File: config.mk
export PLATFORM = sky130hd
export DESIGN_NAME = ex_mem_reg
export DESIGN_NICKNAME = d
export VERILOG_FILES = /design/src/rtl/ex_mem_reg.sv
export SDC_FILE = /design/constraint.sdc
export NUM_CORES = 1
export LEC_CHECK = 0
export ABC_AREA = 0
export BUFFER_PORTS_ARGS = -buffer_cell sky130_fd_sc_hd__clkbuf_2
export CORE_AREA = 2 2 128 130
export DETAILED_ROUTE_END_ITERATION = 8
export DIE_AREA = 0 0 130 132
export PLACE_DENSITY = 0.77
export SLEW_MARGIN = 20
export SYNTH_ARGS = -nofsm -noshare
export SYNTH_HDL_FRONTEND = slang
export SYNTH_SLANG_ARGS = --single-unit
File: constraint.sdc
create_clock -name clk -period 4.05 [get_ports clk]
set_input_delay 0 -clock clk [delete_from_list [all_inputs] [get_ports clk]]
set_output_delay 0 -clock clk [all_outputs]
set_load 0.05 [all_outputs]
File: src/rtl/ex_mem_reg.sv
// ---------------------------------------------------------------------------
// ex_mem_reg
// Pipeline register between the ALU (EX) and the memory stage (MEM).
// It captures the ALU result and per-instruction control, detects the
// overflow / load-address / store-address exceptions, issues the data SRAM
// request for loads and stores, and hands the registered instruction to MEM
// through a valid/ready handshake. A forwarding port feeds decode.
//
// Ports:
//   clk, resetn            clock (rising edge), async active-low reset
//   in_valid / in_ready    EX-side handshake
//   alu_result, alu_overflow, ov_en, in_pc, in_dest, in_gr_we,
//   in_mem_re, in_mem_we, in_mem_size, in_st_data   instruction from EX
//   flush                  exception/eret flush from WB
//   out_valid / out_ready  MEM-side handshake
//   out_pc, out_result, out_dest, out_gr_we, out_mem_re,
//   out_ex, out_excode, out_badvaddr                 registered instruction
//   data_sram_en/wen/addr/wdata                      data SRAM request
//   fwd_valid, fwd_dest, fwd_data, fwd_is_load       forwarding to decode
// ---------------------------------------------------------------------------
module ex_mem_reg #(
  parameter int DATA_WIDTH = 32
) (
  input  logic                  clk,
  input  logic                  resetn,
  input  logic                  in_valid,
  output logic                  in_ready,
  input  logic [DATA_WIDTH-1:0] alu_result,
  input  logic                  alu_overflow,
  input  logic                  ov_en,
  input  logic [DATA_WIDTH-1:0] in_pc,
  input  logic [4:0]            in_dest,
  input  logic                  in_gr_we,
  input  logic                  in_mem_re,
  input  logic                  in_mem_we,
  input  logic [1:0]            in_mem_size,
  input  logic [DATA_WIDTH-1:0] in_st_data,
  input  logic                  flush,
  output logic                  out_valid,
  input  logic                  out_ready,
  output logic [DATA_WIDTH-1:0] out_pc,
  output logic [DATA_WIDTH-1:0] out_result,
  output logic [4:0]            out_dest,
  output logic                  out_gr_we,
  output logic                  out_mem_re,
  output logic                  out_ex,
  output logic [4:0]            out_excode,
  output logic [DATA_WIDTH-1:0] out_badvaddr,
  output logic                  data_sram_en,
  output logic [3:0]            data_sram_wen,
  output logic [DATA_WIDTH-1:0] data_sram_addr,
  output logic [DATA_WIDTH-1:0] data_sram_wdata,
  output logic                  fwd_valid,
  output logic [4:0]            fwd_dest,
  output logic [DATA_WIDTH-1:0] fwd_data,
  output logic                  fwd_is_load
);

  localparam logic ST_RUN    = 1'b0;
  localparam logic ST_SQUASH = 1'b1;

  localparam logic [4:0] EXC_OV   = 5'h0C;
  localparam logic [4:0] EXC_ADEL = 5'h04;
  localparam logic [4:0] EXC_ADES = 5'h05;

  logic                  r_state;
  logic                  r_outValid;
  logic [DATA_WIDTH-1:0] r_pc;
  logic [DATA_WIDTH-1:0] r_result;
  logic [4:0]            r_dest;
  logic                  r_grWe;
  logic                  r_memRe;
  logic                  r_ex;
  logic [4:0]            r_excode;
  logic [DATA_WIDTH-1:0] r_badVaddr;

  logic                  w_inReady;
  logic                  w_accept;
  logic                  w_run;
  logic                  w_take;
  logic                  w_exOv;
  logic                  w_misalign;
  logic                  w_exAdel;
  logic                  w_exAdes;
  logic                  w_exAny;
  logic [4:0]            w_excode;
  logic [3:0]            w_laneMask;
  logic [DATA_WIDTH-1:0] w_wdata;

  assign w_inReady = !r_outValid || out_ready;
  assign w_accept  = in_valid && w_inReady;
  assign w_run     = (r_state == ST_RUN);
  // An accepted instruction only enters the register when we are not
  // squashing and no flush is cancelling it in the same cycle.
  assign w_take    = w_accept && w_run && !flush;

  // Size code 3 is handled exactly like a word access.
  assign w_exOv     = ov_en && alu_overflow;
  assign w_misalign = ((in_mem_size == 2'd1) && alu_result[0]) ||
                      (in_mem_size[1] && (alu_result[1:0] != 2'b00));
  assign w_exAdel   = !w_exOv && in_mem_re && w_misalign;
  assign w_exAdes   = !w_exOv && in_mem_we && w_misalign;
  assign w_exAny    = w_exOv || w_exAdel || w_exAdes;

  always_comb begin
    w_excode = 5'h00;
    if (w_exOv)        w_excode = EXC_OV;
    else if (w_exAdel) w_excode = EXC_ADEL;
    else if (w_exAdes) w_excode = EXC_ADES;
  end

  always_comb begin
    w_laneMask = 4'b0000;
    w_wdata    = in_st_data;
    case (in_mem_size)
      2'd0: begin
        w_laneMask = 4'b0001 << alu_result[1:0];
        w_wdata    = {4{in_st_data[7:0]}};
      end
      2'd1: begin
        w_laneMask = alu_result[1] ? 4'b1100 : 4'b0011;
        w_wdata    = {2{in_st_data[15:0]}};
      end
      default: begin
        w_laneMask = 4'b1111;
        w_wdata    = in_st_data;
      end
    endcase
  end

  // The resetn term keeps the SRAM quiet while reset is held, even though
  // the empty register would otherwise accept whatever EX is presenting.
  assign data_sram_en    = resetn && w_take && (in_mem_re || in_mem_we) && !w_exAny;
  assign data_sram_wen   = (data_sram_en && in_mem_we) ? w_laneMask : 4'b0000;
  assign data_sram_addr  = {alu_result[DATA_WIDTH-1:2], 2'b00};
  assign data_sram_wdata = w_wdata;

  // Valid bit and squash state. Flush wins over everything; once an
  // excepting instruction is taken, later ones are dropped until a flush.
  always_ff @(posedge clk or negedge resetn) begin
    if (!resetn) begin
      r_outValid <= 1'b0;
      r_state    <= ST_RUN;
    end else begin
      if (flush) begin
        r_outValid <= 1'b0;
      end else if (w_inReady) begin
        r_outValid <= w_accept && w_run;
      end
      if (flush) begin
        r_state <= ST_RUN;
      end else if (w_take && w_exAny) begin
        r_state <= ST_SQUASH;
      end
    end
  end

  // Instruction payload; it only changes when a new instruction is taken,
  // so it stays stable while MEM back-pressures.
  always_ff @(posedge clk or negedge resetn) begin
    if (!resetn) begin
      r_pc       <= '0;
      r_result   <= '0;
      r_dest     <= 5'd0;
      r_grWe     <= 1'b0;
      r_memRe    <= 1'b0;
      r_ex       <= 1'b0;
      r_excode   <= 5'h00;
      r_badVaddr <= '0;
    end else if (w_take) begin
      r_pc       <= in_pc;
      r_result   <= alu_result;
      r_dest     <= in_dest;
      r_grWe     <= in_gr_we && !w_exAny;
      r_memRe    <= in_mem_re;
      r_ex       <= w_exAny;
      r_excode   <= w_excode;
      r_badVaddr <= w_exAny ? alu_result : '0;
    end
  end

  assign in_ready     = w_inReady;
  assign out_valid    = r_outValid;
  assign out_pc       = r_pc;
  assign out_result   = r_result;
  assign out_dest     = r_dest;
  assign out_gr_we    = r_grWe;
  assign out_mem_re   = r_memRe;
  assign out_ex       = r_ex;
  assign out_excode   = r_excode;
  assign out_badvaddr = r_badVaddr;

  assign fwd_valid   = r_outValid && r_grWe && (r_dest != 5'd0);
  assign fwd_dest    = r_dest;
  assign fwd_data    = r_result;
  assign fwd_is_load = r_memRe;

endmodule

Word level (Yosys, flattened, before mapping)
Index checks and enable logic that the tools add are counted.

Flip-flop bits (word level): 111. Bits of input ports: 113. Output and inout bits: 219. Word-level logic and storage cells: 57.

Equality and inequality tests: 1. Shift operators: 1. Muxes and demuxes: 12. Bitwise gates (word level): 1. Reductions and logical operators: 32.

Operators with widths (number): one-hot mux 32 bit (2 select lines) (1); two-way mux 32 bit (1); logical AND 1 bit (18); two-way mux 4 bit (2); one-hot mux 4 bit (2 select lines) (1); two-way mux 3 bit (2); nonzero test 2 bit (3); logical OR 1 bit (5); two-way mux 5 bit (1); nonzero test 5 bit (1); zero test 1 bit (4); two-way mux 1 bit (4); << shifter 1 x 2 -> 4 bit, first input constant (1); equality test 2 x 1 -> 1 bit, second input constant (1); zero test 2 bit (1); NOT 1 bit (1).

Logic depth before layout (Yosys ltp)
Depth after elaboration: 10. Gate-level depth with buffers: 5. Gate-level depth less buffers: 3.

Worst setup path after synthesis
No wires, ideal clock.

Path kind: reg2out. Start point: register r_outValid, in the netlist out_valid. End point: output data_sram_en. Arrival time: 2.583 ns. Data required time: 4.050 ns. Path slack: 1.467 ns. Stages on the path, launching flop included: 4. Buffers on the path: 0. Cell sequence: dfrtp_1 > nand2b_1 > nand2_2 > nor4b_1.

Longest elaborated chain between the ends: 8.

RTL lines: start: declaration (RTL line 67) `logic r_outValid;`; start signal: assignment (RTL line 148) `r_outValid <= w_accept && w_run;`; zero test 1 bit (RTL line 90) `assign w_inReady = !r_outValid || out_ready;`; logical OR 1 bit (RTL line 90); logical AND 1 bit (RTL line 91) `assign w_accept = in_valid && w_inReady;`; logical AND 1 bit (2 in series) (RTL line 95) `assign w_take = w_accept && w_run && !flush;`; logical AND 1 bit (3 in series) (RTL line 133) `assign data_sram_en = resetn && w_take && (in_mem_re || in_mem_we) && !w_exAny;`; end: declaration (RTL line 49) `output logic data_sram_en,`.

No other way between the ends.

Final worst setup path
Ends and elaborated chain as after synthesis.

==> results.md <==
* Final hold violation count at 0
* Total gr overflow at 0
* Hold EP: out_gr_we
* Hold buffers post-CTS at just over 70
* Max FO, Critical Path at 40
* TritonCTS Buffers at 9
* Post-route minimum period at just under 3000 ps
* Top post-synthesis cells by area: dfrtp_1, buf_4, mux2_4
* Largest area contributor in the netlist: dfrtp_1
* RSZ-0062 raised after global routing: no
* Compound-Gate Fraction of Synth Area at 11.1%
* Final WL at 16900 µm
* Switch Pwr at 2.20 mW
* Post-CTS sizing at 0
* Status: finished, final reports clean
* Routed via count at 4564
* Initial DRC count at 174
* WL met2 at 8730 µm
* Clock Power Share at between 10% and 20%
* Worst Tran Pin Value at 1070 ps
* Top Layer Used: met5
* Combinational share of power at between 40% and 50%
* Vias in the first global route at 4559
* Post-synthesis sequential area ratio at 50.4%
* Antenna violations before repair at 3
* Reg2Reg Setup Slack at approximately 1400 ps
* Hold crit path type: input pin to flip-flop
* Sequential share of power at 33.1%
* Pint at 2.29 mW
* Switching share of power at 49.0%
* Post-CTS Setup Bufs at 0
* Worst Reg-to-Reg Cells at 3
* CTS tree: yes
* Largest net degree at the start of global routing at 74
* Arrival time worst endpoint at just under 3000 ps
* CP required at about 4000 ps
* Setup CP Type: flip-flop to output pin
* Static Leak at 3.96 nW
* Number of I/O port buffers at 327
* Setup TNS at 0 ps
* DP HPWL at 11400 µm
* Final Max Tran Viols at 0
* First-pass GRT wire length at 24600 µm
* Post-synth top area share at 50.4%
* Root buffer cell: clkbuf_16
* # rows at 46
* H-tree levels at 3
* Final GP Congestion at 0.776
* Max-slew headroom at 28.5%
* PD cells at 592 mW/mm²
* Critical path endpoint category: output pin
* Post-Synth Adder-Cell Area at 0%
* Fmax at around 340 MHz
* Average wire per standard cell at 17.0 µm
* Setup violators final at 0
* CTS sink cnt at ~110
* FF-to-FF End: out_pc[0]
* Peak VDD IR at 0.000293 V
* Clk buf depth at 2
* Residual DRC count at 0
* Mux contribution to synthesized area at 15.6%
* First drt pass iteration count at 4
* Most common cell after layout, fill and taps aside: clkbuf_2
* YS warnings at 0
* Core Area at 0.0157 mm²
* Ys async rst share at 100%
* Seq cells post-synth at 109
* Synth Flop Type: dfrtp_1
* Hold Startpoint: in_gr_we
* Max Cap Viol at 0
* Clk_skew at 5.69 ps
* Synth Area in XOR/XNOR at 0%
* Io pins at 332
* Met3 wire length at 1370 µm
* Most frequent cells in the layout: clkbuf_2, dfrtp_1, dlygate4sd3_1, o21ai_0, mux2_4
* Clock slew at reported path FFs at 70 ps
* Worst Setup Start Kind: flip-flop
* Post-synth EDFFs at 0
* Share of cells above drive strength 1 at between 50% and 60%
* Area growth from synthesis to layout at 40.0%
* Hold Path Cell Cnt at 3
* Total global-route track usage at 18.7%
* Total power at 4.48 mW
* Die ar. at ~0.017 mm²
* Via/cell ratio at 4.59
* Largest family of logic cells by synthesized area: buffers and inverters
* Syn Std Cell Area at 0.00541 mm²
* Initial Util at between 30% and 40%
* Die Wd at 130 µm
* Post-route ant nets at 0
* Simple-gate share of the synthesized area at 6.06%
* Synth unique cells at 36
* Fin nets at 886
* RR Startpoint: out_valid
* Synthesized instance count at about 470
* Syn Area/Cell at 11.6 µm²
* Chip height at 132 µm
* Tcrit/Tclk final at 72.3%
* Routed length on met1 at 6330 µm
* Clk_lat worst skew at 340 ps
-- registers in the layout, indices dropped and copies added (netlist names) --
name and flops:
fwd_data 32, out_badvaddr 32, out_pc 32, fwd_dest 5, out_excode 3, fwd_is_load 1
out_ex 1, out_gr_we 1, out_valid 1, r_state 1
-- worst max-delay path by stage --
stage	to	start
global route	data_sram_en	out_valid
detailed placement	out_pc[0]	out_valid
floorplan	data_sram_en	out_valid
finish	data_sram_en	out_valid
CTS	data_sram_en	out_valid
global placement	data_sram_en	out_valid
-- synth_stat cells, types with 3 or more instances --
cell type,n
clkbuf_1,3
buf_4,84
nor2_1,4
nand2b_1,3
nand3_1,32
inv_1,34
nor3_1,4
mux2_4,36
buf_2,14
nand2_1,9
mux2i_1,8
o21ai_0,40
mux2_2,20
o2bb2ai_1,32
a21oi_1,9
dfrtp_1,109
buf_8,3
-- logic make-up after synthesis --
| logic type | Yosys count |
|---|---|
| buf+inv | 140 |
| flops | 109 |
| compound gates | 88 |
| mux | 64 |
| simple gates | 63 |
| other cells | 1 |
-- worst max-delay path: stages (launching register included) --
cell and delay [ps]:
dfrtp_1 410, nand2b_2 620, nand2_2 710, nor4b_1 490
clkbuf_2 350
-- power by group through the flow --
stage               logic [mW]  registers (mW)  clock network [mW]
global placement          2.08            1.49                   0
global route              2.23            1.51               0.915
CTS                       2.16            1.48               0.876
detailed placement        2.10            1.49                   0
finish                    2.15            1.48               0.845
floorplan                0.954            2.25                   0
-- through the flow --
stage / area (µm²) / worst slack [ps] / hold WS, ps / util [%] / cells
after floorplan: 5420 / 1470 / -296 / - / 468
after global placement: 6580 / 1470 / 57.3 / 41.9 / 907
after detailed placement: 6580 / 1450 / 61.9 / 41.9 / 907
after CTS: 7570 / 1080 / 16.9 / 48.2 / 993
after global routing: 7570 / 917 / 41.0 / 48.2 / 993
final: 7570 / 1120 / 30.8 / 48.2 / 995
-- area by class of cell --
type,instances,area [µm²]
fill,1398,8140
sequential,109,2730
timing repair buffer,400,2360
multi-input combinational,219,1800
tap,216,270
clock buffer,11,253
inverter,34,128
clock inverter,4,30.0
antenna,2,5.00
-- metal layers --
metal  track usage, %  vias up
met3             6.17       32
met5                0        -
li1                 -     2128
met1             19.9     2166
met4             6.75        2
met2             33.9      236
No activity file was read; power rests on OpenSTA's default activity.
